File: config.mk
export PLATFORM = sky130hd
export DESIGN_NAME = wb_arbiter
export DESIGN_NICKNAME = d
export VERILOG_FILES = /design/src/rtl/wb_arbiter.sv
export SDC_FILE = /design/constraint.sdc
export NUM_CORES = 1
export LEC_CHECK = 0
export ABC_AREA = 1
export CELL_PAD_IN_SITES_DETAIL_PLACEMENT = 0
export CELL_PAD_IN_SITES_GLOBAL_PLACEMENT = 1
export CORE_MARGIN = 1.5
export CORE_UTILIZATION = 38
export DETAILED_ROUTE_END_ITERATION = 16
export GPL_TIMING_DRIVEN = 0
export PLACE_DENSITY_LB_ADDON = 0.05
export SLEW_MARGIN = 25
export SYNTH_ARGS = -nofsm -noshare
export SYNTH_HDL_FRONTEND = slang
export SYNTH_SLANG_ARGS = --single-unit
File: constraint.sdc
create_clock -name clk -period 2.93 [get_ports clk]
set_input_delay 0.586 -clock clk [delete_from_list [all_inputs] [get_ports clk]]
set_output_delay 0.586 -clock clk [all_outputs]
set_load 0.02 [all_outputs]
File: src/rtl/wb_arbiter.sv
// -----------------------------------------------------------------------------
// wb_arbiter
//
// Writeback arbiter feeding the register file's single write port. Results from
// two producers are buffered in one small FIFO per source. Each cycle one FIFO
// head is granted round-robin and turned into a registered write. Writes whose
// destination is register 0 use up their grant slot but never raise wen,
// because register 0 is hardwired to zero.
//
// Handshake (both sources): a result transfers on a rising edge where
// sN_valid && sN_ready. A producer that sees ready low keeps valid, addr and
// data stable until the transfer happens. sN_ready depends only on rst and on
// the registered fill count, so it never depends combinationally on valid or
// on a pop in the same cycle.
//
// Ports:
//   clk, rst             clock and synchronous active-high reset
//   s0_valid/ready/addr/data   source 0 (datapath / FMA result)
//   s1_valid/ready/addr/data   source 1 (load / return path)
//   wen, addr_w, data_w  registered register-file write port
//   busy                 high while any FIFO holds an entry or wen is high
// -----------------------------------------------------------------------------
module wb_arbiter #(
    parameter int DATA_WIDTH = 32,
    parameter int ADDR_WIDTH = 5,
    parameter int FIFO_DEPTH = 2
) (
    input  logic                  clk,
    input  logic                  rst,
    input  logic                  s0_valid,
    output logic                  s0_ready,
    input  logic [ADDR_WIDTH-1:0] s0_addr,
    input  logic [DATA_WIDTH-1:0] s0_data,
    input  logic                  s1_valid,
    output logic                  s1_ready,
    input  logic [ADDR_WIDTH-1:0] s1_addr,
    input  logic [DATA_WIDTH-1:0] s1_data,
    output logic                  wen,
    output logic [ADDR_WIDTH-1:0] addr_w,
    output logic [DATA_WIDTH-1:0] data_w,
    output logic                  busy
);

    localparam int PTR_W = $clog2(FIFO_DEPTH);
    localparam int CNT_W = PTR_W + 1;
    localparam logic [CNT_W-1:0] DEPTH_C = CNT_W'(FIFO_DEPTH);

    // Per-source FIFO storage and bookkeeping, indexed [source][entry].
    logic [ADDR_WIDTH-1:0] addr_mem_q [2][FIFO_DEPTH];
    logic [ADDR_WIDTH-1:0] addr_mem_d [2][FIFO_DEPTH];
    logic [DATA_WIDTH-1:0] data_mem_q [2][FIFO_DEPTH];
    logic [DATA_WIDTH-1:0] data_mem_d [2][FIFO_DEPTH];
    logic [PTR_W-1:0]      wr_ptr_q [2];
    logic [PTR_W-1:0]      wr_ptr_d [2];
    logic [PTR_W-1:0]      rd_ptr_q [2];
    logic [PTR_W-1:0]      rd_ptr_d [2];
    logic [CNT_W-1:0]      count_q [2];
    logic [CNT_W-1:0]      count_d [2];

    // Arbitration and output registers.
    logic                  rr_ptr_q, rr_ptr_d;
    logic                  wen_q, wen_d;
    logic [ADDR_WIDTH-1:0] addr_w_q, addr_w_d;
    logic [DATA_WIDTH-1:0] data_w_q, data_w_d;

    // Source-indexed views of the input ports.
    logic [1:0]            in_valid;
    logic [1:0]            in_ready;
    logic [ADDR_WIDTH-1:0] in_addr [2];
    logic [DATA_WIDTH-1:0] in_data [2];

    logic [1:0]            not_empty;
    logic [1:0]            push;
    logic [1:0]            pop;
    logic                  grant;
    logic                  grant_sel;
    logic [ADDR_WIDTH-1:0] head_addr;
    logic [DATA_WIDTH-1:0] head_data;

    assign in_valid   = {s1_valid, s0_valid};
    assign in_addr[0] = s0_addr;
    assign in_addr[1] = s1_addr;
    assign in_data[0] = s0_data;
    assign in_data[1] = s1_data;

    // Ready is taken from the registered count only: a full FIFO stays
    // not-ready for the cycle in which it pops.
    always_comb begin
        in_ready = '0;
        for (int i = 0; i < 2; i++) begin
            in_ready[i] = !rst && (count_q[i] < DEPTH_C);
        end
    end

    assign s0_ready = in_ready[0];
    assign s1_ready = in_ready[1];

    always_comb begin
        addr_mem_d = addr_mem_q;
        data_mem_d = data_mem_q;
        wr_ptr_d   = wr_ptr_q;
        rd_ptr_d   = rd_ptr_q;
        count_d    = count_q;
        rr_ptr_d   = rr_ptr_q;
        wen_d      = 1'b0;
        addr_w_d   = addr_w_q;
        data_w_d   = data_w_q;
        grant      = 1'b0;
        grant_sel  = 1'b0;
        pop        = '0;
        push       = '0;
        not_empty  = '0;

        for (int i = 0; i < 2; i++) begin
            not_empty[i] = (count_q[i] != '0);
        end

        // rr_ptr names the source that wins when both heads are present; after
        // any grant it points at the source that was not granted.
        if (not_empty[0] && not_empty[1]) begin
            grant     = 1'b1;
            grant_sel = rr_ptr_q;
            rr_ptr_d  = ~rr_ptr_q;
        end else if (not_empty[0]) begin
            grant     = 1'b1;
            grant_sel = 1'b0;
            rr_ptr_d  = 1'b1;
        end else if (not_empty[1]) begin
            grant     = 1'b1;
            grant_sel = 1'b1;
            rr_ptr_d  = 1'b0;
        end

        if (grant) begin
            pop[grant_sel] = 1'b1;
        end

        head_addr = addr_mem_q[grant_sel][rd_ptr_q[grant_sel]];
        head_data = data_mem_q[grant_sel][rd_ptr_q[grant_sel]];

        for (int i = 0; i < 2; i++) begin
            push[i] = in_valid[i] && in_ready[i];
            if (push[i]) begin
                addr_mem_d[i][wr_ptr_q[i]] = in_addr[i];
                data_mem_d[i][wr_ptr_q[i]] = in_data[i];
                wr_ptr_d[i] = wr_ptr_q[i] + 1'b1;
            end
            if (pop[i]) begin
                rd_ptr_d[i] = rd_ptr_q[i] + 1'b1;
            end
            count_d[i] = count_q[i] + CNT_W'(push[i]) - CNT_W'(pop[i]);
        end

        // A register-0 entry still updates addr_w/data_w; it only keeps wen low.
        if (grant) begin
            addr_w_d = head_addr;
            data_w_d = head_data;
            wen_d    = (head_addr != '0);
        end
    end

    always_ff @(posedge clk) begin
        if (rst) begin
            for (int i = 0; i < 2; i++) begin
                wr_ptr_q[i] <= '0;
                rd_ptr_q[i] <= '0;
                count_q[i]  <= '0;
            end
            rr_ptr_q <= 1'b0;
            wen_q    <= 1'b0;
            addr_w_q <= '0;
            data_w_q <= '0;
        end else begin
            addr_mem_q <= addr_mem_d;
            data_mem_q <= data_mem_d;
            wr_ptr_q   <= wr_ptr_d;
            rd_ptr_q   <= rd_ptr_d;
            count_q    <= count_d;
            rr_ptr_q   <= rr_ptr_d;
            wen_q      <= wen_d;
            addr_w_q   <= addr_w_d;
            data_w_q   <= data_w_d;
        end
    end

    assign wen    = wen_q;
    assign addr_w = addr_w_q;
    assign data_w = data_w_q;
    assign busy   = (count_q[0] != '0) || (count_q[1] != '0) || wen_q;

endmodule

==> metrics.txt, run 1 <==
Core Box Area=18,900 um^2; maxcap violations=0; count leader, synth=nand2_1; nets=855; Mapped Nets=713; cell area after synthesis=7400 um^2; number of global-route vias before repair=5,048; fin cells=1,046; Fin. Hold Viols=0; critical path capture point type=primary output; RePlAce Congestion=0.726; largest cells by area after synthesis=edfxtp_1 60%, dfxtp_1 13%, nand2_1 9.8%, nand3_1 5.0%, o21ai_0 3.1%; clock latency on the worst-skew pair=0.43 ns; post-synth top area cell=edfxtp_1; diode count=0; Required @ worst endpoint=2.34 ns; Initial Utilization=39.2%; RSZ-0062 raised after global routing=no; DRT antenna net count=0; maximum level of the CTS H-tree=4; YS warnings=0; Site Rows=50; maximum VDD drop=0.000481 V; Sink Count=195; initial antenna violation count=0; Vias=5,040; clk buf depth=2; first-pass GRT wire length=27,800 um; IO Count=119; Die H=143 um; crit path time final=2.80 ns; final cycle utilization of the critical path=95.5%; outcome=complete, no violations; grt ovf=0; CTS buffer count=17; Hold Path Cell Cnt=2; Syn Inst Count=631; WP data arrival=2.21 ns; Least-Margin Pin Slew=0.771 ns; Post-synth EDFFs=148; Buffers on Ports=117; CTS tree=built; cells on worst reg2reg path=12; WL final=18,400 um; Unique masters post-synth=26; max-slew violations=0; Worst Hold Class=register to register; top_reg_cell synth=edfxtp_1; min-delay src=rd_ptr_q[0]$_SDFFE_PP0P_; fmax=358 MHz; overall global routing resource usage=18.9%; worst reg2reg path endpoint=count_q[3]$_SDFF_PP0_; part of the Yosys area used for sequential elements=72.8%; largest net degree at the start of global routing=21; hold_buf cts=0; P per Cell Area=997 nW/um^2; reg2reg start=count_q[1]$_SDFF_PP0_; slew margin rel.=48.5%; DIE WIDTH=143 um; die footprint=20,300 um^2; Starting DRT DRC Count=334; share of cells above drive strength 1=9.54%; hold endpoint=rd_ptr_q[0]$_SDFFE_PP0P_; Cells after DPL=1,014; hpwl dp=12,100 um; endpoints failing setup=0; synth cell count leaders=194 x nand2_1, 148 x edfxtp_1, 74 x nand3_1, 47 x dfxtp_1, 46 x o21ai_0; Area Overhead vs Synth=30.1%; First-pass DRT Iterations=5; area share of the largest cell type after synthesis=60.1%; clk_skew=0.00892 ns; Post-CTS Setup Bufs=0; largest fanout on the critical path=7; Clock Pin Slew Worst Setup and Hold Paths=0.06 ns; vias per inst=4.82; DR WL/cell=17.6 um; Setup WS pre-CTS=0.383 ns; fin worst setup slack=0.133 ns; WS Path Type=register to primary output; Syn Area/Cell=11.7 um^2; Yosys reg bits=195; Lkg Pwr=3.60 nW; Resize count post-CTS=0; Root Driver=clkbuf_16; Worst Setup Start Kind=register; DRC Markers=0; R2R setup slack=0.59 ns; Synth async-reset ratio=0%
## layout make-up
class | instances | area, um^2
Fill cell | 1734 | 9270
Sequential cell | 195 | 5390
Multi-Input combinational cell | 381 | 1760
Timing Repair Buffer | 123 | 1310
Clock buffer | 23 | 458
Tap cell | 260 | 325
Buffer | 36 | 213
Clock inverter | 9 | 105
Inverter | 19 | 71.3
## registers in the layout, indices dropped and copies added (netlist names)
signal	count
addr_mem_q	20
count_q	4
addr_w	5
data_w	32
wr_ptr_q	2
rd_ptr_q	2
rr_ptr_q	1
wen	1
data_mem_q	128
## through the flow
| stage | util (%) | instance area (um^2) | power [mW] | hold slack (ns) | TNS, ns |
|---|---|---|---|---|---|
| after floorplan | - | 7410 | 5.92 | 0.422 | 0 |
| after global placement | 47.1 | 8900 | 7.38 | 0.443 | -94.69 |
| after detailed placement | 47.9 | 9060 | 7.47 | 0.448 | 0 |
| after CTS | 50.9 | 9620 | 9.70 | 0.463 | 0 |
| after global routing | 50.9 | 9620 | 10.2 | 0.491 | 0 |
| final | 50.9 | 9620 | 9.59 | 0.464 | 0 |
## metal layers
layer	track usage (%)	vias up	routed length (um)
met2	32.2	134	9260
met1	24.0	2421	8060
li1	-	2467	-
met3	4.04	18	878
met5	0	-	0
met4	6.02	0	220
## cell usage in the layout, fill, tap and decap left out, types with 2 or more instances in the layout
master,netlist,routed
nand2_1,194,194
edfxtp_1,148,148
clkdlybuf4s50_1,0,117
nand3_1,74,74
dfxtp_1,47,47
o21ai_0,46,46
o21ai_1,29,29
buf_2,19,19
inv_1,18,18
clkbuf_16,0,17
clkbuf_1,5,10
nor2_1,12,8
a21oi_1,6,6
buf_6,5,5
nor2_4,0,4
nand3b_1,4,4
clkbuf_2,4,4
ha_1,4,4
clkinv_2,0,4
buf_12,0,4
buf_4,3,3
nand2_4,2,2
nor3_1,2,2
xor2_1,2,2
bufinv_16,0,2
inv_6,0,2
buf_16,0,2
## power breakdown
part	total [mW]	switching [mW]	internal [mW]
Clock	2.24	0.960	1.28
Sequential	3.54	0.177	3.37
Combinational	3.81	2.44	1.36
Total	9.59	3.58	6.01
## how the worst max path moves through the flow
stage,slack [ns],to,start
6_report,0.13,busy,count_q[1]$_SDFF_PP0_
5_1_grt,0.07,busy,count_q[1]$_SDFF_PP0_
4_1_cts,0.10,busy,count_q[1]$_SDFF_PP0_
3_5_place_dp,0.38,data_mem_q[10]$_DFFE_PP_,rst
3_3_place_gp,-0.66,data_mem_q[78]$_DFFE_PP_,rst
2_1_floorplan,0.17,addr_mem_q[0]$_DFFE_PP_,rst
## kinds of logic (layout without fill, tap and decap cells)
kind of cell	count (synthesis)	after routing	share of synthesized area (%)
DFF	195	195	72.8
and+or+nand+nor	292	292	16.6
AOI/OAI and AO/OA	83	83	5.80
buffers and inverters	55	210	3.84
adders and majority gates	4	4	0.677
xor gates and xnor gates	2	2	0.237
## critical path, cell delays in order, from the launching register on
cell,delay [ns]
dfxtp_1,0.33
or2_0,0.22
buf_2,0.20
nor2_2,0.14
inv_1,0.09
or2_2,0.27
clkdlybuf4s50_1,0.53
Note: power is estimated with default switching activity, not from simulation.
==> inputs of run 2 (changes only) <==
--- a/config.mk
+++ b/config.mk
@@ -9,7 +9,8 @@
 export CELL_PAD_IN_SITES_DETAIL_PLACEMENT = 0
 export CELL_PAD_IN_SITES_GLOBAL_PLACEMENT = 1
 export CORE_MARGIN = 1.5
-export CORE_UTILIZATION = 38
+export CORE_UTILIZATION = 44
+export CTS_BUF_LIST = sky130_fd_sc_hd__clkbuf_4 sky130_fd_sc_hd__clkbuf_8
 export DETAILED_ROUTE_END_ITERATION = 16
 export GPL_TIMING_DRIVEN = 0
 export PLACE_DENSITY_LB_ADDON = 0.05
==> constraint.sdc (replaced) <==
create_clock -name clk -period 3.1 [get_ports clk]
set_input_delay 0.62 -clock clk [delete_from_list [all_inputs] [get_ports clk]]
set_output_delay 0.62 -clock clk [all_outputs]
set_load 0.02 [all_outputs]
==> run 2 against run 1 <==
Clock power decreased by 23%. Combinational power decreased by 7.1%. Wire length decreased by 4.4%. Via count decreased by 0.34%. Sequential power decreased by 5.6%. Critical path type unchanged. Die area decreased by 13%.
==> metrics.txt, run 2 (same netlist as run 1, synthesis figures left out) <==
outcome=complete, no violations; RePlAce Congestion=0.787 (+8.3%); DRC Markers=0 (unchanged); vias per inst=4.99 (+3.5%); Area Overhead vs Synth=27.9%; DRT antenna net count=0 (unchanged); P per Cell Area=909 nW/um^2 (-8.8%); Required @ worst endpoint=2.48 ns (+0.14 ns); crit path time final=2.86 ns; most common cell after layout, fill and taps aside=nand2_1; largest net degree at the start of global routing=21 (unchanged); Site Rows=47 (-6.0%); largest fanout on the critical path=7 (unchanged); maximum level of the CTS H-tree=4 (unchanged); Worst Setup Start Kind=register; Initial Utilization=44.8% (+5.6 points); clock latency on the worst-skew pair=0.46 ns (+0.03 ns); Lkg Pwr=3.54 nW (-1.7%); Resize count post-CTS=0 (unchanged); IO Count=119 (unchanged); Cells after DPL=975 (-3.8%); fin worst setup slack=0.243 ns (+0.110 ns); critical path capture point type=primary output; Setup WS pre-CTS=0.637 ns (+0.255 ns); overall global routing resource usage=21.0% (+2.2 points); grt ovf=0 (unchanged); Sink Count=195 (unchanged); clk buf depth=2 (unchanged); DR WL/cell=17.5 um (-0.71%); Fin. Hold Viols=0 (unchanged); First-pass DRT Iterations=4 (-1); die footprint=17,600 um^2 (-13%); max-slew violations=0 (unchanged); WL final=17,600 um (-4.4%); area of the multi-input gates=1760 um^2 (unchanged); Worst Hold Class=register to register; slew margin rel.=53.7% (+5.2 points); CTS buffer count=17 (unchanged); hpwl dp=11,600 um (-4.1%); final cycle utilization of the critical path=92.2%; Post-CTS Setup Bufs=0 (unchanged); endpoints failing setup=0 (unchanged); RSZ-0062 raised after global routing=no; Post-Place Cell Area=9040 um^2 (-0.25%); Buffers on Ports=117 (unchanged); number of global-route vias before repair=5,130 (+1.6%); fin cells=1,007 (-3.7%); Hold WS=0.469 ns (+0.00452 ns); register area=5390 um^2 (unchanged); share of cells above drive strength 1=10.3% (+0.75 points); Core Box Area=16,500 um^2 (-13%); nets=856 (+0.12%); Least-Margin Pin Slew=0.693 ns (-0.0784 ns); Root Driver=clkbuf_8; clk_skew=0.0104 ns (+0.00152 ns); fill count=1,407 (-19%); WP data arrival=2.24 ns (+0.03 ns); Layout Utilization=57.3% (+6.3 points); first-pass GRT wire length=27,600 um (-0.72%); fmax=350 MHz; WS Path Type=register to primary output; max reg flops=128 (unchanged); Die H=133 um (-6.9%); Largest Register=data_mem_q; commonest non-fill, non-tap cells in the layout=194 x nand2_1, 148 x edfxtp_1, 117 x clkdlybuf4s50_1; post-route cell area=9460 um^2 (-1.7%); DIE WIDTH=133 um (-6.9%); initial antenna violation count=0 (unchanged); maxcap violations=0 (unchanged); Design Power=8.60 mW (-10%); TNS Setup=0 ns (unchanged); CTS tree=built; maximum VDD drop=0.000355 V (-26%); Clock Pin Slew Worst Setup and Hold Paths=0.10 ns (+0.04 ns); Starting DRT DRC Count=274 (-18%); Vias=5,023 (-0.34%); hold_buf cts=0 (unchanged); diode count=0 (unchanged)
==> run 2: cell count changes in the layout (fill, tap and decap cells not counted), sizes merged <==
| cell | before | now |
|---|---|---|
| clkbuf | 32 | 27 |
| bufinv | 2 | 3 |
| inv | 21 | 22 |
| buf | 33 | 34 |
| clkinvlp | 1 | 4 |
==> run 2: metal layers <==
layer,GRT usage [%],up-vias,part of all wire [%]
met4,6.11,0,1.1
met2,36.6,137,51
met3,4.06,13,5.7
met5,0,-,0
met1,26.9,2405,43
li1,-,2468,-
==> run 2: final cells by class <==
cell class,instances,area share (%)
Sequential cell,195,56.9
Multi-Input combinational cell,381,18.6
Timing Repair Buffer,124,14.1
Tap cell,220,2.91
Clock buffer,18,2.62
Buffer,36,2.25
Clock inverter,14,1.88
Inverter,19,0.754
==> run 2: path summary, 6_finish.rpt <==
kind	startpoint	end	depth (start not counted)	slack [ns]
max	count_q[1]$_SDFF_PP0_	busy	6	0.24
min	rd_ptr_q[1]$_SDFFE_PP0P_	rd_ptr_q[1]$_SDFFE_PP0P_	1	0.47
max reg2reg	count_q[1]$_SDFF_PP0_	count_q[3]$_SDFF_PP0_	12	0.76
min reg2reg	rd_ptr_q[1]$_SDFFE_PP0P_	rd_ptr_q[1]$_SDFFE_PP0P_	1	0.47
==> run 2: worst max-delay path: stages, from the launching register on <==
cell             delay (ns)
dfxtp_1                0.34
or2_0                  0.22
buf_2                  0.19
nor2_2                 0.13
inv_1                  0.09
or2_2                  0.27
clkdlybuf4s50_1        0.54
==> run 2: power by group <==
group	switching, mW	internal, mW	total, mW
registers	0.166	3.18	3.34
clock network	0.894	0.828	1.72
logic	2.25	1.29	3.54
total	3.31	5.30	8.60
